## config.mk

```make
export PLATFORM = sky130hd
export DESIGN_NAME = gpa_fhdo_dac_responder
export DESIGN_NICKNAME = d
export VERILOG_FILES = /design/src/rtl/gpa_fhdo_dac_responder.sv
export SDC_FILE = /design/constraint.sdc
export NUM_CORES = 1
export LEC_CHECK = 0
export ABC_CLOCK_PERIOD_IN_PS = 12900
export CAP_MARGIN = 20
export CELL_PAD_IN_SITES_DETAIL_PLACEMENT = 0
export CELL_PAD_IN_SITES_GLOBAL_PLACEMENT = 2
export CORE_MARGIN = 5
export CORE_UTILIZATION = 44
export CTS_BUF_LIST = sky130_fd_sc_hd__clkbuf_8
export CTS_CLUSTER_DIAMETER = 60
export DETAILED_ROUTE_END_ITERATION = 8
export GPL_TIMING_DRIVEN = 0
export PLACE_DENSITY_LB_ADDON = 0.25
export SLEW_MARGIN = 20
export SYNTH_ARGS = -nofsm -noshare
export SYNTH_HDL_FRONTEND = slang
export SYNTH_SLANG_ARGS = --single-unit
```

## constraint.sdc

```tcl
create_clock -name clk -period 12.9 [get_ports clk]
set_clock_uncertainty 0.1 [all_clocks]
set_input_delay 1.935 -clock clk [delete_from_list [all_inputs] [get_ports clk]]
set_output_delay 1.935 -clock clk [all_outputs]
set_load 0.005 [all_outputs]
```

## src/rtl/gpa_fhdo_dac_responder.sv

```systemverilog
// gpa_fhdo_dac_responder: DAC80504-style SPI responder.
// It oversamples the SPI lines and keeps the SYNC, input and active DAC registers, with readback on SDO.
module gpa_fhdo_dac_responder #(
    parameter logic [15:0] DEVICE_ID  = 16'h0214,
    parameter logic [15:0] DAC_RESET  = 16'h8000,
    parameter logic [15:0] SYNC_RESET = 16'hFF00
) (
    input  logic        clk,
    input  logic        rst,
    input  logic        fhd_clk_i,
    input  logic        fhd_sdi_i,
    input  logic        fhd_csn_i,
    output logic        fhd_sdo_o,
    output logic [63:0] dac_o,
    output logic [3:0]  dac_update_o,
    output logic [15:0] sync_reg_o,
    output logic        frame_err_o
);
    logic [2:0]       sclk_q, sclk_d, csn_q, csn_d;
    logic [1:0]       sdi_q, sdi_d;
    logic             armed_q, armed_d, in_frame_q, in_frame_d;
    logic [4:0]       bit_cnt_q, bit_cnt_d;
    logic [23:0]      shift_q, shift_d, tx_q, tx_d, tx_load;
    logic [20:0]      frame_q, frame_d;
    logic             cmt_q, cmt_d, bad_q, bad_d, sdo_q, sdo_d;
    logic             rd_vld_q, rd_vld_d;
    logic [3:0]       rd_addr_q, rd_addr_d, upd_q, upd_d, in_wr, act_wr, ld;
    logic [15:0]      sync_q, sync_d, rd_val, data;
    logic [3:0][15:0] in_q, in_d, act_q, act_d;
    logic             sclk_fall, csn_fall, csn_rise, wr, soft_rst, ldac;
    logic [3:0]       addr;

    always_comb begin
        sclk_d     = {sclk_q[1:0], fhd_clk_i};
        csn_d      = {csn_q[1:0], fhd_csn_i};
        sdi_d      = {sdi_q[0], fhd_sdi_i};
        sclk_fall  = sclk_q[2] & ~sclk_q[1];
        csn_fall   = csn_q[2] & ~csn_q[1];
        csn_rise   = ~csn_q[2] & csn_q[1];
        armed_d    = armed_q | csn_q[1];
        in_frame_d = in_frame_q;
        bit_cnt_d  = bit_cnt_q;
        shift_d    = shift_q;
        tx_d       = tx_q;
        sdo_d      = sdo_q;
        rd_vld_d   = rd_vld_q;
        rd_addr_d  = rd_addr_q;
        rd_val     = rd_addr_q == 4'h1 ? DEVICE_ID :
                     rd_addr_q == 4'h2 ? sync_q :
                     rd_addr_q[3:2] == 2'b10 ? in_q[rd_addr_q[1:0]] : 16'h0000;
        tx_load    = rd_vld_q ? {4'b0000, rd_addr_q, rd_val} : 24'd0;
        // A pending readback is consumed by the very next frame, wanted or not
        if (csn_fall && armed_q) begin
            in_frame_d = 1'b1;
            bit_cnt_d  = 5'd0;
            sdo_d      = tx_load[23];
            tx_d       = {tx_load[22:0], 1'b0};
            rd_vld_d   = 1'b0;
        end else if (csn_q[1]) begin
            in_frame_d = 1'b0;
            sdo_d      = 1'b0;
            tx_d       = 24'd0;
        end else if (sclk_fall && in_frame_q) begin
            shift_d   = {shift_q[22:0], sdi_q[1]};
            bit_cnt_d = bit_cnt_q == 5'd31 ? bit_cnt_q : bit_cnt_q + 5'd1;
            sdo_d     = tx_q[23];
            tx_d      = {tx_q[22:0], 1'b0};
        end
        cmt_d    = csn_rise & in_frame_q & (bit_cnt_q == 5'd24);
        bad_d    = csn_rise & in_frame_q & (bit_cnt_q != 5'd24);
        frame_d  = csn_rise ? {shift_q[23], shift_q[19:0]} : frame_q;
        wr       = cmt_q & ~frame_q[20];
        addr     = frame_q[19:16];
        data     = frame_q[15:0];
        soft_rst = wr && addr == 4'h5 && data[3:0] == 4'b1010;
        ldac     = wr && addr == 4'h5 && data[4];
        if (cmt_q && frame_q[20]) begin
            rd_vld_d  = 1'b1;
            rd_addr_d = addr;
        end
        sync_d = (wr && addr == 4'h2) ? data : sync_q;
        for (int k = 0; k < 4; k++) begin
            in_wr[k]  = wr && (addr == 4'(8 + k) || (addr == 4'h6 && sync_q[8 + k]));
            act_wr[k] = in_wr[k] & ~sync_q[k];
            ld[k]     = ldac & sync_q[k];
            in_d[k]   = in_wr[k] ? data : in_q[k];
            act_d[k]  = act_wr[k] ? data : ld[k] ? in_q[k] : act_q[k];
        end
        upd_d = act_wr | ld;
        if (soft_rst) begin
            sync_d    = SYNC_RESET;
            in_d      = {4{DAC_RESET}};
            act_d     = {4{DAC_RESET}};
            upd_d     = 4'd0;
            rd_vld_d  = 1'b0;
            rd_addr_d = 4'd0;
        end
    end

    always_ff @(posedge clk or posedge rst) begin
        if (rst) begin
            sclk_q     <= '0;
            csn_q      <= '0;
            sdi_q      <= '0;
            armed_q    <= 1'b0;
            in_frame_q <= 1'b0;
            bit_cnt_q  <= '0;
            shift_q    <= '0;
            tx_q       <= '0;
            frame_q    <= '0;
            cmt_q      <= 1'b0;
            bad_q      <= 1'b0;
            sdo_q      <= 1'b0;
            rd_vld_q   <= 1'b0;
            rd_addr_q  <= '0;
            upd_q      <= '0;
            sync_q     <= SYNC_RESET;
            in_q       <= {4{DAC_RESET}};
            act_q      <= {4{DAC_RESET}};
        end else begin
            sclk_q     <= sclk_d;
            csn_q      <= csn_d;
            sdi_q      <= sdi_d;
            armed_q    <= armed_d;
            in_frame_q <= in_frame_d;
            bit_cnt_q  <= bit_cnt_d;
            shift_q    <= shift_d;
            tx_q       <= tx_d;
            frame_q    <= frame_d;
            cmt_q      <= cmt_d;
            bad_q      <= bad_d;
            sdo_q      <= sdo_d;
            rd_vld_q   <= rd_vld_d;
            rd_addr_q  <= rd_addr_d;
            upd_q      <= upd_d;
            sync_q     <= sync_d;
            in_q       <= in_d;
            act_q      <= act_d;
        end
    end

    assign fhd_sdo_o    = sdo_q;
    assign dac_o        = act_q;
    assign dac_update_o = upd_q;
    assign sync_reg_o   = sync_q;
    assign frame_err_o  = bad_q;
endmodule

```

==> results.txt, run 1 <==
Async SR Flop Fraction: 100%
RSZ-0062 raised after global routing: no
die span in x: 168 microns
hold_ws: 0.247 ns
DRC violations left: 0
Vias/cell: 5.51
input/output buffers: 90
Mapped Area: 10,900 sq um
nets@finish: 1,085
Num CTS Buffers: 42
Crit. End Element: primary output
register area: 6000 sq um
root buffer cell: clkbuf_8
vias: 7,892
period utilization: 28.7%
Post-synth EDFFs: 0
#FFs+latches synth: 239
antenna cells: 0
RD Place Congestion: 0.861
VDD IR max: 0.0628 mV
H-tree levels: 2
CP delay by family, top: flip-flops
Worst Hold Class: flop to flop
sequential area share after synthesis: 54.9%
CP Buf/Inv Count: 1
Area after DPL: 12,300 sq um
Worst EP required: 10.86 ns
Multi-input gate area: 4490 sq um
slowest stage delay, CP: 0.61 ns
vias in the first global route: 7,862
CTS Buffer Depth: 3
Core ar.: 24,400 sq um
worst rel slew slack: 31.9%
clock sink total: 239
Filler Cell Count: 2,234
CTS tree: built
worst-skew pair later-pin latency: 0.55 ns
Congestion Overflow GR: 0
max-cap violations: 0
die area: 28,100 sq um
GR Util All Layers: 22.0%
std cell rows: 57
highest clock rate: 270 MHz
largest net degree at the start of global routing: 100
placed cell count: 1,357
syn avg cell area: 11.6 sq um
CP max-delay cell: dfstp_2
post-CTS sizing: 0
Slew Limit Fails: 0
# IOs: 91
Synth Instances: 941
Pre-antenna DRT Iters: 6
HPWL after DPL: 21.9 mm
Cell Chain, Critical Path: clkdlybuf4s50_1
Crit Path Max Fanout: 5
initial antenna violation count: 0
Post CTS Setup Buffer Count: 0
CP Launch Type: flop
post-route ant nets: 0
Top FF cell, synth: dfrtp_1
syn_nets: 949
Fin. Hold Viols: 0
wire per inst: 21.7 microns
first-pass GRT wire length: 48.3 mm
1st-iter DRT viols: 774
Die Height: 168 microns
Area Growth Syn to Fin: 20.0%
clock-pin slew on the worst setup and hold paths: 0.06 ns
Setup CP Type: flop to primary output
Power Dens Cells: 113 nW/um^2
Least-Margin Pin Slew: 1.02 ns
post-layout min period: 3.70 ns
WL final: 31.1 mm
synth unique cells: 61
share of layout cells above drive strength 1: 18.0%
Non-Filler Instances: 1,433
WP data arrival: 1.67 ns
synthesis warning total: 0
# hold bufs at CTS: 0
post-route cell area: 13,100 sq um
status: complete, no violations
Leakage: 0.00612 uW
Starting Density: 44.8%
Post-Route Setup TNS: 0 ns
final setup fails: 0
## sequential cells by signal (all words and copies together) (netlist names)
register / flops
sync_reg_o: 16
dac_o: 64
rd_vld_q: 1
in_frame_q: 1
armed_q: 1
in_q: 64
tx_q: 23
shift_q: 24
bit_cnt_q: 5
cmt_q: 1
csn_q: 3
sdi_q: 2
dac_update_o: 4
rd_addr_q: 4
fhd_sdo_o: 1
frame_err_o: 1
sclk_q: 3
frame_q: 21
## worst paths after layout
path | from | endpoint | slack, ns | cells past startpoint
hold / removal | csn_q[0] | csn_q[1] | 0.25 | 0
setup / recovery | sync_reg_o[9] | sync_reg_o[9] | 9.20 | 1
hold reg to reg | csn_q[0] | csn_q[1] | 0.25 | 0
setup reg to reg | rd_addr_q[1] | tx_q[6] | 10.39 | 5
max in group asynchronous | rst | csn_q[2] | 10.03 | 3
min in group asynchronous | rst | in_q[22] | 1.76 | 2
## layout make-up
cell class	count	share of cell area (%)
Inverter	12	0.400
Multi-Input combinational cell	608	34.2
Timing Repair Buffer	92	7.28
Sequential cell	239	45.7
Clock inverter	24	0.810
Clock buffer	52	5.45
Tap cell	324	3.09
Buffer	82	3.05
## synth_stat cells, drive strengths merged, types with 3 or more instances
cell     number  area, sq um
a21oi        39          203
o2bb2ai      45          394
dfrtp       223         5580
a221oi       15          131
nand2b        4         25.0
nand4bb       4         50.1
o31a          3         26.3
o21a         16          121
o21ai        30          154
nand2       109          409
o22ai        13         81.3
nor2         71          269
a2bb2oi      17          149
nor2b         5         31.3
dfstp        16          420
clkbuf       36          135
mux2         56          631
mux4         16          360
nand3        17         85.1
inv          12         45.1
ha            3         37.5
buf          46          265
nand3b        4         30.0
nor3         17         95.1
mux2i        90          901
## per-stage QoR
stage	setup slack, ns	utilization, %	total power [uW]
6_report	9.20	53.8	1490
2_1_floorplan	4.33	-	807
4_1_cts	9.16	53.8	1510
5_1_grt	9.14	53.8	1550
3_5_place_dp	9.42	50.5	827
3_3_place_gp	1.05	50.2	824
## logic make-up after synthesis
kind of cell	after synthesis	synth area share, %
muxes	162	17.3
xor gates and xnor gates	2	0.160
and+or+nand+nor	251	10.8
buffers and inverters	94	4.07
DFF	239	54.9
AOI/OAI and AO/OA	190	12.5
adders and majority gates	3	0.343
## power by group
group / internal [uW] / switching [uW] / total (uW) / leakage [uW]
logic: 15.0 / 34.9 / 49.9 / 0.00238
clock network: 365 / 312 / 677 / 0.000493
registers: 757 / 4.90 / 762 / 0.00325
## layout by cell type (no fill, tap or decap), drive strengths merged, types with 17 or more instances in the layout
cell type / synthesis / routed
a21oi: 39 / 39
nand3: 17 / 17
nor3: 17 / 17
mux2i: 90 / 90
a2bb2oi: 17 / 17
mux2: 56 / 56
dfrtp: 223 / 223
nor2: 71 / 71
nand2: 109 / 109
o21ai: 30 / 30
buf: 46 / 48
clkdlybuf4s50: 0 / 90
clkbuf: 36 / 88
inv: 12 / 31
o2bb2ai: 45 / 45
## metal layers
layer | GRT usage (%) | vias up | part of all wire, %
met5 | 0 | - | 0
met4 | 5.15 | 0 | 1.6
met3 | 4.05 | 30 | 6.6
met1 | 34.9 | 3951 | 49
met2 | 31.3 | 258 | 42
li1 | - | 3653 | -
Power figures use the tool's default switching activity.
==> run 2: changes to the inputs <==
--- a/config.mk
+++ b/config.mk
@@ -5,12 +5,12 @@
 export SDC_FILE = /design/constraint.sdc
 export NUM_CORES = 1
 export LEC_CHECK = 0
-export ABC_CLOCK_PERIOD_IN_PS = 12900
+export ABC_CLOCK_PERIOD_IN_PS = 3010
 export CAP_MARGIN = 20
 export CELL_PAD_IN_SITES_DETAIL_PLACEMENT = 0
 export CELL_PAD_IN_SITES_GLOBAL_PLACEMENT = 2
 export CORE_MARGIN = 5
-export CORE_UTILIZATION = 44
+export CORE_UTILIZATION = 37
 export CTS_BUF_LIST = sky130_fd_sc_hd__clkbuf_8
 export CTS_CLUSTER_DIAMETER = 60
 export DETAILED_ROUTE_END_ITERATION = 8
==> constraint.sdc (replaced) <==
create_clock -name clk -period 3.01 [get_ports clk]
set_clock_uncertainty 0.1 [all_clocks]
set_input_delay 0.4515 -clock clk [delete_from_list [all_inputs] [get_ports clk]]
set_output_delay 0.4515 -clock clk [all_outputs]
set_load 0.005 [all_outputs]
==> results.txt, run 2 (synthesized netlist as in run 1, its figures left out) <==
pre-CTS setup slack: 0.459 ns (-8.96 ns)
WL final: 32.9 mm (+5.7%)
Area Growth Syn to Fin: 22.2%
Crit. End Element: flop
final setup fails: 0 (unchanged)
initial antenna violation count: 0 (unchanged)
period utilization: 84.7%
R2R cell count: 5 (unchanged)
Worst EP required: 3.32 ns (-7.54 ns)
VDD IR max: 0.199 mV (+220%)
WP data arrival: 2.86 ns (+1.19 ns)
wire per inst: 21.8 microns (+0.44%)
DRC violations left: 0 (unchanged)
vias: 8,041 (+1.9%)
status: complete, no violations
die area: 33,100 sq um (+18%)
std cell rows: 63 (+11%)
met2 Resource Use GR: 28.3% (-3.0 points)
# IOs: 91 (unchanged)
post-route cell area: 13,400 sq um (+1.8%)
die span in x: 182 microns (+8.5%)
register area: 6000 sq um (unchanged)
r2r startpoint: rd_addr_q[1]
Top cell by count, worst path: clkbuf_1
Die Height: 182 microns (+8.5%)
Worst Hold Class: input port to asynchronous set/reset pin
Core ar.: 29,400 sq um (+21%)
GR Util All Layers: 20.0% (-2.0 points)
largest net degree at the start of global routing: 34 (-66%)
Filler Cell Count: 2,776 (+24%)
worst rel slew slack: 32.1% (+0.20 points)
Starting Density: 37.2% (-7.6 points)
Power Dens Cells: 488 nW/um^2 (+330%)
Setup CP Type: flop to flop
slowest stage delay, CP: 0.67 ns (+0.06 ns)
post-CTS sizing: 0 (unchanged)
worst-skew pair later-pin latency: 0.54 ns (about the same)
clock sink total: 239 (unchanged)
Post CTS Setup Buffer Count: 0 (unchanged)
# hold bufs at CTS: 0 (unchanged)
root buffer cell: clkbuf_8
Num CTS Buffers: 43 (+2.4%)
Crit Path Max Fanout: 10 (+5)
max-cap violations: 0 (unchanged)
highest clock rate: 392 MHz
RD Place Congestion: 0.822 (-4.6%)
Pre-antenna DRT Iters: 5 (-1)
Least-Margin Pin Slew: 1.02 ns (-0.00301 ns)
Area after DPL: 12,500 sq um (+1.5%)
Congestion Overflow GR: 0 (unchanged)
Leakage: 0.00619 uW (+1.2%)
Fin. Hold Viols: 0 (unchanged)
HPWL after DPL: 23.7 mm (+7.8%)
setup ws final: 0.460 ns (-8.74 ns)
RSZ-0062 raised after global routing: no
nets@finish: 1,092 (+0.65%)
share of layout cells above drive strength 1: 18.5% (+0.48 points)
Multi-input gate area: 4490 sq um (unchanged)
utilization after layout: 45.4% (-8.4 points)
first-pass GRT wire length: 51.6 mm (+6.9%)
hold_ws: 0.124 ns (-0.123 ns)
input/output buffers: 90 (unchanged)
met1 usage: 31.0% (-3.9 points)
1st-iter DRT viols: 512 (-34%)
busiest layer in global routing: met1
H-tree levels: 2 (unchanged)
vias in the first global route: 8,124 (+3.3%)
commonest non-fill, non-tap cell in the layout: dfrtp_1
antenna cells: 0 (unchanged)
CP max-delay cell: clkbuf_1
R2R Path End: tx_q[6]
clock-pin slew on the worst setup and hold paths: 0.06 ns (about the same)
post-route ant nets: 0 (unchanged)
CTS tree: built
Vias/cell: 5.33 (-3.2%)
Slew Limit Fails: 0 (unchanged)
CP Launch Type: flop
Cell Chain, Critical Path: clkbuf_1, clkbuf_1, mux4_2, a221oi_1, nor2_1
leading cell types in the layout, fill and taps excluded: dfrtp_1 (223), nand2_1 (109), mux2i_1 (90), clkdlybuf4s50_1 (90), nor2_1 (70)
grt met3 use: 4.53% (+0.47 points)
CTS Buffer Depth: 3 (unchanged)
post-layout min period: 2.55 ns
FF-to-FF setup slack: 0.46 ns (-9.93 ns)
[run 2: cell types whose count changed in the layout (fill, tap and decap cells not counted)]
cell / change
clkinvlp_4: +1
inv_6: -2
clkinv_2: -2
inv_1: +2
clkbuf_8: +5
inv_8: -1
buf_12: +8
buf_16: -2
[run 2: worst max-delay path by stage]
stage	startpoint	to	slack [ns]
floorplan	rst	armed_q	-0.66
global placement	rst	sdi_q[0]	-2.72
detailed placement	rd_addr_q[1]	tx_q[6]	0.46
CTS	rd_addr_q[1]	tx_q[6]	0.46
global route	rd_addr_q[1]	tx_q[11]	0.37
finish	rd_addr_q[1]	tx_q[6]	0.46
[run 2: where the power goes]
group          switching, uW  internal (uW)
clock                   1340           1680
sequential              20.7           3250
combinational            153           77.6
total                   1510           5010
[run 2: routing by layer]
layer  share of wire [%]  vias to the layer above
met3                 6.1                       43
met4                 2.3                        0
met2                  42                      240
met1                  50                     4077
li1                    -                     3681
met5                   0                        -
[run 2: critical path, delay by kind of cell, from the launching register on]
kind | cells | cell delay, ns
buf+inv | 2 | 1.11
flops | 1 | 0.33
mux | 1 | 0.53
compound gates | 1 | 0.28
simple gates | 1 | 0.06
[run 2: layout make-up]
| type | count | area share (%) |
|---|---|---|
| flip-flops and latches | 239 | 44.9 |
| multi-input cells | 608 | 33.6 |
| inverters | 12 | 0.365 |
| well taps | 390 | 3.65 |
| repair buffers | 98 | 7.94 |
| clock buffers | 57 | 5.87 |
| plain buffers | 82 | 3.00 |
| clock inverters | 22 | 0.646 |
[run 2: stage by stage]
stage | total power (uW) | instances | setup TNS, ns
after global placement | 3530 | 1421 | -623.29
after detailed placement | 3560 | 1429 | 0
after global routing | 6810 | 1508 | 0
after floorplan | 3460 | 941 | -147.69
after CTS | 6600 | 1508 | 0
final | 6520 | 1508 | 0
